==> config.mk <==
export PLATFORM = sky130hd
export DESIGN_NAME = inst_fetch
export DESIGN_NICKNAME = d
export VERILOG_FILES = /design/src/rtl/inst_fetch.sv
export SDC_FILE = /design/constraint.sdc
export NUM_CORES = 1
export LEC_CHECK = 0
export CAP_MARGIN = 15
export CORE_ASPECT_RATIO = 0.6
export CORE_MARGIN = 4
export CORE_UTILIZATION = 45
export DETAILED_ROUTE_END_ITERATION = 8
export GPL_TIMING_DRIVEN = 0
export MAX_ROUTING_LAYER = met4
export PLACE_DENSITY = 0.94
export SETUP_SLACK_MARGIN = 0.2
export SYNTH_ARGS = -nofsm -noshare
export SYNTH_HDL_FRONTEND = slang
export SYNTH_SLANG_ARGS = --single-unit
==> constraint.sdc <==
create_clock -name clk -period 3.6 [get_ports clk]
set_clock_uncertainty 0.05 [all_clocks]
set_input_delay 0.36 -clock clk [delete_from_list [all_inputs] [get_ports clk]]
set_output_delay 0.36 -clock clk [all_outputs]
set_load 0.01 [all_outputs]
==> src/rtl/inst_fetch.sv <==
// Instruction fetch stage: program counter, ROM request (chip_en/inst_addr)
// and the IF/ID pipeline register feeding decode. The ROM answers
// combinationally, so the word on inst_i belongs to the current inst_addr.
module inst_fetch #(
  parameter logic [31:0] RESET_PC = 32'h0000_0000
) (
  input  logic        clk,
  input  logic        rst,
  input  logic [1:0]  stall,
  input  logic        branch_flag,
  input  logic [31:0] branch_target,
  input  logic        flush,
  input  logic [31:0] flush_pc,
  input  logic [31:0] inst_i,
  output logic        chip_en,
  output logic [31:0] inst_addr,
  output logic [31:0] id_pc,
  output logic [31:0] id_inst
);

  // Redirect targets are forced onto a word boundary.
  function automatic logic [31:0] word_align(input logic [31:0] a);
    return a & 32'hFFFF_FFFC;
  endfunction

  // Sequential PC advance; wraps modulo 2^32.
  function automatic logic [31:0] pc_inc(input logic [31:0] a);
    return a + 32'd4;
  endfunction

  logic        chip_en_q;
  logic [31:0] pc_q, pc_d;
  logic [31:0] id_pc_q, id_pc_d;
  logic [31:0] id_inst_q, id_inst_d;
  logic        hold_pc;
  logic        hold_ifid;
  logic        bubble;

  // The illegal 2'b10 stall code is treated as 2'b11: any hold of IF/ID
  // also holds the PC, so the held instruction is not lost or skipped.
  assign hold_pc   = stall[0] | stall[1];
  assign hold_ifid = stall[1];
  assign bubble    = stall[0] & ~stall[1];

  // ROM enable comes up one edge after reset releases.
  always_ff @(posedge clk) begin
    if (rst) begin
      chip_en_q <= 1'b0;
    end else begin
      chip_en_q <= 1'b1;
    end
  end

  // Next-PC select: flush beats stall, stall beats branch (a branch seen
  // while stalled is dropped; decode re-presents it), else sequential.
  always_comb begin
    pc_d = pc_inc(pc_q);
    if (flush) begin
      pc_d = word_align(flush_pc);
    end else if (hold_pc) begin
      pc_d = pc_q;
    end else if (branch_flag) begin
      pc_d = word_align(branch_target);
    end
  end

  // PC register; parked at RESET_PC until the ROM is enabled.
  always_ff @(posedge clk) begin
    if (rst || !chip_en_q) begin
      pc_q <= RESET_PC;
    end else begin
      pc_q <= pc_d;
    end
  end

  // IF/ID next state: flush clears, stall[1] holds, stall[0] inserts a
  // bubble, otherwise capture the word fetched this cycle. The instruction
  // after a branch is passed through unchanged as the delay slot.
  always_comb begin
    id_pc_d   = 32'd0;
    id_inst_d = 32'd0;
    if (flush) begin
      id_pc_d   = 32'd0;
      id_inst_d = 32'd0;
    end else if (hold_ifid) begin
      id_pc_d   = id_pc_q;
      id_inst_d = id_inst_q;
    end else if (bubble) begin
      id_pc_d   = 32'd0;
      id_inst_d = 32'd0;
    end else if (chip_en_q) begin
      id_pc_d   = pc_q;
      id_inst_d = inst_i;
    end
  end

  // IF/ID pipeline register.
  always_ff @(posedge clk) begin
    if (rst) begin
      id_pc_q   <= 32'd0;
      id_inst_q <= 32'd0;
    end else begin
      id_pc_q   <= id_pc_d;
      id_inst_q <= id_inst_d;
    end
  end

  assign chip_en   = chip_en_q;
  assign inst_addr = pc_q;
  assign id_pc     = id_pc_q;
  assign id_inst   = id_inst_q;

endmodule

==> run_results.csv <==
group,metric,value,unit
grt,overflow,0,
final_layout,nets,844,
worst_setup_path,path_class,"register to register",
hold_path,hp-class,"register to register",
clock_tree,tritoncts,"done",
placement,dp_hpwl,13400,µm
worst_setup_path,worstPathArrival,2.51,ns
clock_tree,cts_resized,0,
floorplanning,die-height,85.1,µm
sta,finalCritPeriodShare,63.7,%
clock_tree,cts_buffers,9,
grt,grt.total_usage,31.4,%
clock_tree,post-cts-setup-buffers,0,
clock_tree,root_buffer,"clkbuf_16",
job,maxCapViolCount,0,
routing,ant_nets,0,
yosys,synth_top_area_share,43.5,%
yosys,syn_avg_cell_area,8.31,µm²
status,status,"completed",
yosys,yosysMostFrequentCell,"dfxtp_1",
power_and_ir_drop,combPwrFrac,14.4,%
hold_path,min_from,"inst_addr[1]",
clock_tree,clk_pin_slew,0.07,ns
placement,portBuffers,193,
hold_path,hold_depth,2,
yosys,ys_top_cells_by_area,"dfxtp_1 44%, a22oi_1 12%, nor2_1 7.4%",
yosys,yosys_warnings,0,
clock_tree,ctsHoldBuffers,0,
yosys,ys_seq_area_share,43.5,%
sta,slew_violations,0,
sta,hold_violations,0,
sta,rsz0062_at_grt,"false",
routing,vias,5230,
worst_setup_path,cp-start-kind,"register",
routing,wl_per_cell,20.5,µm
floorplanning,rows,27,
yosys,synth-main-ff-cell,"dfxtp_1",
grt,antenna_found_initial,0,
yosys,syn-cell-area,4460,µm²
floorplanning,start_util,47.3,%
routing,drt_pass1_iterations,8,
worst_setup_path,cp-end-kind,"register",
routing,viasPerCell,5.97,
power_and_ir_drop,ir_worst_vdd,0.000241,V
floorplanning,die_w,137,µm
yosys,synth_edf_count,0,
sta,post-route-min-period,2.29,ns
clock_tree,cts_sinks,97,
final_layout,n_antenna_cell,0,
final_layout,layout-drive-gt1-share,4.56,%
yosys,syn_nets,640,
power_and_ir_drop,p_sw,0.658,mW
yosys,syn_inst,537,
power_and_ir_drop,p_sw_share,27.3,%
grt,grt_pass1_vias,5070,
placement,place.gp.congestion,0.941,
yosys,synth_seq_cells,97,
power_and_ir_drop,power_density,352,nW/µm²
routing,drt-initial-drc-count,650,
worst_setup_path,r2r_slack,1.31,ns
sta,worst_pin_slew,0.677,ns
clock_tree,insertion_delay,0.35,ns
sta,clock.fmax,436,MHz
floorplanning,ios,199,
final_layout,stdcell_count,876,
power_and_ir_drop,p_leak,2.32,nW
power_and_ir_drop,p_seq_share,46.6,%
sta,relSlewSlack,54.8,%
grt,grt_max_degree,19,
floorplanning,coreArea,9430,µm²
placement,placedCellCount,860,
placement,dpl-instance-area,6560,µm²
power_and_ir_drop,power.internal,1.75,mW
sta,finalSetupViolations,0,
worst_setup_path,cp_max_fo,10,
grt,grt_pass1_wl,27700,µm
worst_setup_path,worstPathRequired,3.82,ns
sta,finalSetupTns,0,ns
power_and_ir_drop,pwr-share-clk,39.1,%
clock_tree,htreeDepth,3,
floorplanning,dieArea,11600,µm²
final_layout,final_cell_area,6840,µm²
yosys,synth.largest_area_cell,"dfxtp_1",
worst_setup_path,r2r-end,"inst_addr[21]",
yosys,synth.distinct_cells,51,
clock_tree,clockBufferDepth,2,
routing,drt-total-wl,18000,µm
yosys,async_flop_share,0,%
worst_setup_path,rr_startpoint,"chip_en",
final_layout,syn_to_final_growth,53.3,%
routing,drc_errors,0,
hold_path,whs_endpoint,"inst_addr[1]",
worst_setup_path,reg2regPathDepth,6,
yosys,synthTopCellsByCount,"97 x dfxtp_1, 88 x nor2_1, 72 x a22oi_1",
## cell families after synthesis
logic type	count (synthesis)	share of synthesized area, %
xor gates and xnor gates	15	2.95
DFF	97	43.5
muxes	6	1.37
buffers and inverters	55	5.81
and+or+nand+nor	199	21.2
adders and majority gates	1	0.280
AOI/OAI and AO/OA	164	24.9
## metal layers
layer / global-route usage, % / part of all wire (%) / vias to the layer above
li1: - / - / 2371
met1: 41.9 / 42 / 2473
met2: 46.2 / 44 / 337
met3: 8.71 / 11 / 49
met4: 10.1 / 2.6 / 0
met5: - / 0 / -
## worst max-delay path by stage
stage	from	end	slack, ns	cells past startpoint
3_3_place_gp	stall[1]	inst_addr[22]	1.05	6
5_1_grt	stall[1]	id_pc[2]	1.16	7
6_report	chip_en	inst_addr[21]	1.31	6
2_1_floorplan	inst_addr[9]	inst_addr[29]	1.81	7
4_1_cts	stall[1]	id_pc[2]	1.37	7
3_5_place_dp	stall[1]	inst_addr[23]	1.0	6
## critical path: stages, from the launching register on
cell and delay [ns]:
dfxtp_1 0.48, nor2b_1 0.20, buf_6 0.18, nand2_1 0.14, nor2_1 0.52, nand2_1 0.38
o21ai_0 0.25
## final cells by class
class / instances / area (µm²)
fillers: 680 / 2590
multi-input cells: 385 / 2260
flip-flops and latches: 97 / 1940
repair buffers: 193 / 1930
plain buffers: 49 / 236
clock buffers: 9 / 225
well taps: 130 / 163
clock inverters: 7 / 58.8
inverters: 6 / 22.5
## power by group through the flow
stage / Sequential (mW) / Combinational (mW) / Clock, mW
global route: 1.12 / 0.368 / 0.997
detailed placement: 1.14 / 0.337 / 0
floorplan: 1.15 / 0.127 / 0
finish: 1.12 / 0.346 / 0.941
global placement: 1.14 / 0.328 / 0
CTS: 1.12 / 0.340 / 0.942
## registers in the layout, summed over array words and instances (netlist names)
register	flops
id_inst	32
id_pc	32
inst_addr	32
chip_en	1
## stage by stage
stage	setup slack, ns	utilization [%]	hold WS [ns]	total power, mW
floorplan	1.81	-	0.385	1.27
global placement	1.05	69.5	0.392	1.47
detailed placement	0.996	69.5	0.394	1.48
CTS	1.37	72.6	0.407	2.40
global route	1.16	72.6	0.449	2.49
finish	1.31	72.6	0.413	2.41
## cells in the final DEF (no fill, tap or decap), drive strengths merged, types with 9 or more instances in the layout
| master | count |
|---|---|
| a21oi | 19 |
| a22oi | 72 |
| buf | 10 |
| clkbuf | 48 |
| clkdlybuf4s50 | 193 |
| dfxtp | 97 |
| inv | 10 |
| nand2 | 41 |
| nand3 | 20 |
| nand4 | 11 |
| nor2 | 88 |
| nor3 | 11 |
| nor4 | 9 |
| o21ai | 37 |
| xnor2 | 10 |
Note: power is estimated with default switching activity, not from simulation.
